[src/rtl/mux16_1_pkg.sv]
// Shared constants for the registered 16-to-1 word multiplexer.
package mux16_1_pkg;

    localparam int WIDTH_DEF = 16;
    localparam int SEL_W     = 4;

endpackage

[src/rtl/mux16_1_mux4.sv]
// Combinational 4-to-1 word multiplexer used as the tree node of mux16_1.
module mux4_1 #(
    parameter int WIDTH = 16
) (
    input  logic [WIDTH-1:0] a,
    input  logic [WIDTH-1:0] b,
    input  logic [WIDTH-1:0] c,
    input  logic [WIDTH-1:0] d,
    input  logic [1:0]       s,
    output logic [WIDTH-1:0] y
);

    always_comb begin
        y = a;
        unique case (s)
            2'd0: y = a;
            2'd1: y = b;
            2'd2: y = c;
            2'd3: y = d;
        endcase
    end

endmodule

[src/rtl/mux16_1.sv]
// Registered 16-to-1 word multiplexer: two-level 4:1 tree, enable gate,
// single output register.
module mux16_1
    import mux16_1_pkg::*;
#(
    parameter int WIDTH = WIDTH_DEF
) (
    input  logic             clk,
    input  logic             rst_n,
    input  logic [WIDTH-1:0] in0,
    input  logic [WIDTH-1:0] in1,
    input  logic [WIDTH-1:0] in2,
    input  logic [WIDTH-1:0] in3,
    input  logic [WIDTH-1:0] in4,
    input  logic [WIDTH-1:0] in5,
    input  logic [WIDTH-1:0] in6,
    input  logic [WIDTH-1:0] in7,
    input  logic [WIDTH-1:0] in8,
    input  logic [WIDTH-1:0] in9,
    input  logic [WIDTH-1:0] in10,
    input  logic [WIDTH-1:0] in11,
    input  logic [WIDTH-1:0] in12,
    input  logic [WIDTH-1:0] in13,
    input  logic [WIDTH-1:0] in14,
    input  logic [WIDTH-1:0] in15,
    input  logic             en,
    input  logic [SEL_W-1:0] sel,
    output logic [WIDTH-1:0] out
);

    logic [WIDTH-1:0] m0, m1, m2, m3;
    logic [WIDTH-1:0] sel_word;
    logic [WIDTH-1:0] out_d, out_q;

    // Leaves pick within a group of four using the low select bits
    mux4_1 #(.WIDTH(WIDTH)) u_leaf0 (
        .a(in0), .b(in1), .c(in2), .d(in3),
        .s(sel[1:0]), .y(m0)
    );

    mux4_1 #(.WIDTH(WIDTH)) u_leaf1 (
        .a(in4), .b(in5), .c(in6), .d(in7),
        .s(sel[1:0]), .y(m1)
    );

    mux4_1 #(.WIDTH(WIDTH)) u_leaf2 (
        .a(in8), .b(in9), .c(in10), .d(in11),
        .s(sel[1:0]), .y(m2)
    );

    mux4_1 #(.WIDTH(WIDTH)) u_leaf3 (
        .a(in12), .b(in13), .c(in14), .d(in15),
        .s(sel[1:0]), .y(m3)
    );

    mux4_1 #(.WIDTH(WIDTH)) u_root (
        .a(m0), .b(m1), .c(m2), .d(m3),
        .s(sel[3:2]), .y(sel_word)
    );

    always_comb begin
        out_d = '0;
        if (en) begin
            out_d = sel_word;
        end
    end

    always_ff @(posedge clk or negedge rst_n) begin
        if (!rst_n) begin
            out_q <= '0;
        end else begin
            out_q <= out_d;
        end
    end

    assign out = out_q;

endmodule

[config.mk]
export PLATFORM = sky130hd
export DESIGN_NAME = mux16_1
export DESIGN_NICKNAME = d
export VERILOG_FILES = /design/src/rtl/mux16_1_pkg.sv /design/src/rtl/mux16_1_mux4.sv /design/src/rtl/mux16_1.sv
export SDC_FILE = /design/constraint.sdc
export NUM_CORES = 1
export LEC_CHECK = 0
export CORE_ASPECT_RATIO = 1.4
export CORE_MARGIN = 10
export CORE_UTILIZATION = 32
export CTS_CLUSTER_DIAMETER = 30
export DETAILED_ROUTE_END_ITERATION = 10
export PLACE_DENSITY = 0.89
export SYNTH_ARGS = -nofsm -noshare
export SYNTH_HDL_FRONTEND = slang
export SYNTH_HIERARCHICAL = 1
export SYNTH_SLANG_ARGS = --single-unit
[constraint.sdc]
create_clock -name clk -period 0.8 [get_ports clk]
set_input_delay 0.16 -clock clk [delete_from_list [all_inputs] [get_ports clk]]
set_output_delay 0.16 -clock clk [all_outputs]
set_load 0.005 [all_outputs]
**Word level (Yosys, flattened, before mapping)**

Index checks and enable logic that the tools add are counted.

- Muxes and demuxes: 6
- Reduce and logical (&&, ||, !) cells: 2
- Equal/unequal tests: 6

Operators by type and width:

| kind | number |
|---|---|
| $pmux W16 S4 | 5 |
| $mux W16 | 1 |
| $eq A2 B2 Y1 const B | 4 |
| $eq A2 B1 Y1 const B | 2 |
| $logic_not A2 Y1 | 2 |

- Bits of input ports: 263
- Output and inout bits: 16
- Register bits after elaboration: 16
- Logic and storage cells: 15

**Logic depth before layout (Yosys ltp)**

- Word-level depth: 4
- Mapped depth: 5
- Mapped depth without buffers: 3

**Hierarchy**

Netlist, hierarchy kept.

By module, submodules not included:

| module | sequential area each (um2) | area each (um2) | instances | cells each |
|---|---|---|---|---|
| mux4_1 | 0.0 | 424.2 | 5 | 20 |
| mux16_1 | 400.4 | 526.8 | 1 | 33 |

**Worst setup path before layout**

OpenSTA, ideal clock, no wires.

- Path kind: in2reg
- From: in sel[0]
- To: reg out_q[2], in the netlist out[2]
- Setup slack: -0.856 ns
- Arrival: 1.536 ns
- Data required time: 0.680 ns
- Setup time: 0.120 ns
- Cell stages on the path: 5
- Path buffers: 2
- Cell sequence: buf_6 > buf_12 > mux4_2 > mux4_2 > and2_2

- Longest elaborated chain between the ends: 4
- Elaborated cells between the ends (all ways): 10
- Those cells by class: 3 x eq/ne; 6 x mux; 1 x reduce/logical

RTL lines:

| element | line | text |
|---|---|---|
| start, declared | mux16_1.sv:27 | `input logic [SEL_W-1:0] sel,` |
| $eq A2 B2 Y1, or another cell as far along | mux16_1_mux4.sv:15 | `unique case (s)` |
| $pmux W16 S4 (*) | mux16_1_mux4.sv:15 |  |
| via m3[2] | mux16_1.sv:31 | `logic [WIDTH-1:0] m0, m1, m2, m3;` |
| $pmux W16 S4 (*) | mux16_1_mux4.sv:15 |  |
| via sel_word[2] | mux16_1.sv:32 | `logic [WIDTH-1:0] sel_word;` |
| $mux W16 (*) | mux16_1.sv:63 | `if (en) begin` |
| via out_d[2] | mux16_1.sv:33 | `logic [WIDTH-1:0] out_d, out_q;` |
| end signal, assigned | mux16_1.sv:72 | `out_q <= out_d;` |
| end, declared | mux16_1.sv:33 |  |

The timed path passes the listed nets; every way through them passes the cells marked *.

**Worst setup path in the final report**

- From: in in3[6]
- To: reg out_q[6], in the netlist out[6]

- Longest elaborated chain between the ends: 3

RTL lines:

| element | line | text |
|---|---|---|
| start, declared | mux16_1.sv:13 | `input logic [WIDTH-1:0] in3,` |
| $pmux W16 S4 | mux16_1_mux4.sv:15 |  |
| via m0[6] | mux16_1.sv:31 |  |
| $pmux W16 S4 | mux16_1_mux4.sv:15 |  |
| via sel_word[6] | mux16_1.sv:32 |  |
| $mux W16 | mux16_1.sv:63 |  |
| via out_d[6] | mux16_1.sv:33 |  |

The timed path passes the listed nets, and every way through them passes these cells.

==> results.toml <==
[outcome]
run_status = "complete, but fails checks"
violations = "negative setup slack"

[setup_path]
critPathMaxStageDelay_ps = 490
cp_slowest_cell = "mux4_2"
critPathKind = "in2reg"
path_common_cell = "mux4_2"
path_buf_inv = 1
critical_path.top_delay_family = "multiplexers"
worstPathArrival_ps = 1720
crit_fanout = 1
cp.required_ps = 940
crit_path_start_kind = "primary input"
cp-end-kind = "register"
crit_chain = "clkdlybuf4s50_1 > mux4_2 > mux4_2 > and2_4"

[sta]
drv_slew = 0
rsz0062_at_grt = "true"
post-route-period-util = 1.972
max-slew-margin-rel = 0.8668
fmax_ghz = 0.6337
worst_pin_slew_ps = 199.8
setup_ws_ps = -778.0
hold_viol_final = 0
finalSetupViolations = 32
fin_crit_ps = 1578

[route]
drc = 0
wl_per_cell_um = 30.22
vias = 2791
antenna_left = 0
via_per_inst = 5.306
wirelength_um = 15900
first_pass_iters = 4
drtIter0Drc = 118

[yosys]
synthAdderAreaFrac = 0
synth-simple-area-share = 0.04348
synth_area_per_cell_um2 = 19.91
synthArstFlopShare = 1.000
yosysMostFrequentCell = "mux4_2"
synth_top_cell_by_area = "mux4_2"
ys_ff_latch = 16
ys_top_cells_by_area = "mux4_2, mux4_1, dfrtp_1"
synth_top_family_by_area = "multiplexers"
synth_area_um2 = 2648
synth_edf_count = 0
synthMuxAreaShare = 0.7231
ys_warn_count = 6
ys_seq_area_frac = 0.1512
synthTopCellsByCount = "mux4_2, mux4_1, dfrtp_1"
ys_types = 8
synth_compound_area_frac = 0
synth_fp_nets = 396
ys.flop_type = "dfrtp_1"
synth_top_area_share = 0.4253
syn_inst = 133
synth_xor_area_frac = 0

[cts]
clkSinkCount = 16
htree_levels = 1
clockBufferDepth = 2
clk_pin_slew_ps = 50
cts_tree = "yes"
root_buffer = "clkbuf_16"
cts_buffers = 3

[finish]
seqCellArea_um2 = 400.4
areaGrowthSynthToFinish_pct = 114.3
largest_reg_flops = 16
final_cells = 526
nets = 683
fillers = 622
multi_input_area_um2 = 1937
drive_gt1_frac = 0.3365

[place]
hpwl_um = 13470
gp_congestion = 0.9095
dp.cells = 509
io_buffers = 278

[grt]
antenna_found_initial = 4
grt_pass1_wl_um = 22690
track_usage = 0.2405
gr-total-overflow = 0
grt_start_max_net_pins = 36
grt_pass1_vias = 3338

[power]
pwr-share-clk = 0.229
power.total_uw = 4792
p_leak_uw = 0.002483
comb_power_share = 0.580
p_sw_frac = 0.2383
switching_power_uw = 1142
internal-power_uw = 3650
p_seq_frac = 0.191
power_density_nw_per_um2 = 844.7
ir_worst_vdd_mv = 0.8301

[hold_path]
hp-class = "in2async"

[die]
core_um2 = 8100
num_io_pins = 279
start_util = 0.3268
die-area_um2 = 12360
die_y_um = 127.6
num_rows = 39
die-width_um = 96.88

[job]
cap_violations = 0
power groups by stage:
stage	Sequential [uW]	Combinational, uW	Clock (uW)
2_1_floorplan	939	1080	0
3_3_place_gp	927	2740	0
3_5_place_dp	931	2790	0
4_1_cts	916	2770	1090
5_1_grt	922	2930	1140
6_report	916	2780	1090
metal layers:
layer,vias up,GRT usage,part of all wire
met5,-,0,0
met4,0,0.06789,0.018
met3,18,0.05394,0.057
met2,154,0.4267,0.56
met1,1418,0.2838,0.37
li1,1201,-,-
repair_timing:
action / in CTS / in global routing
gates cloned: 3 / 2
gates resized for setup: 183 / 30
setup endpoints to repair: 32 / 32
hold buffers: 0 / 0
buffers inserted: 3 / 0
pin swaps: 3 / 3
path summary, 6_finish.rpt:
path,startpoint,end,slack (ps),cells past startpoint
max in group asynchronous,rst_n,out[4],420,2
min in group clk,in7[14],out[14],600,4
hold / removal,rst_n,out[14],260,2
setup / recovery,in3[6],out[6],-780,4
through the flow:
stage | hold slack, ps | area, um2 | util | worst slack (ps) | setup TNS [ps]
global route | 267.5 | 5670 | 0.7000 | -810.9 | -14010
global placement | 510.5 | 5545 | 0.6846 | -1128 | -19830
CTS | 262.3 | 5545 | 0.6846 | -781.5 | -13410
detailed placement | 517.5 | 5545 | 0.6846 | -1136 | -20040
floorplan | -135.6 | 2658 | - | -786.0 | -12270
finish | 255.7 | 5673 | 0.7003 | -778.0 | -13270
cell usage in the layout, fill, tap and decap left out:
cell             instances
dlymetal6s2s_1          26
buf_16                   3
buf_8                    2
clkbuf_16                5
diode_2                  5
buf_12                   9
buf_6                    7
and2_4                  14
buf_4                    4
buf_2                   16
dfrtp_1                 16
clkbuf_8                 1
clkdlybuf4s50_1        160
dlygate4sd2_1           74
and2_1                   2
mux4_2                  80
area by class of cell:
cell class	count	area share
sequential	16	0.07058
clock buffer	4	0.01566
multi-input combinational	96	0.3414
antenna	5	0.002206
timing repair buffer	303	0.5476
tap	102	0.02250
cell families (layout without fill, tap and decap cells):
family | Yosys count | in the layout
multiplexers | 80 | 80
buffers and inverters | 21 | 307
flip-flops | 16 | 16
AND/OR/NAND/NOR | 16 | 16
other | 0 | 5
Power figures use the tool's default switching activity.
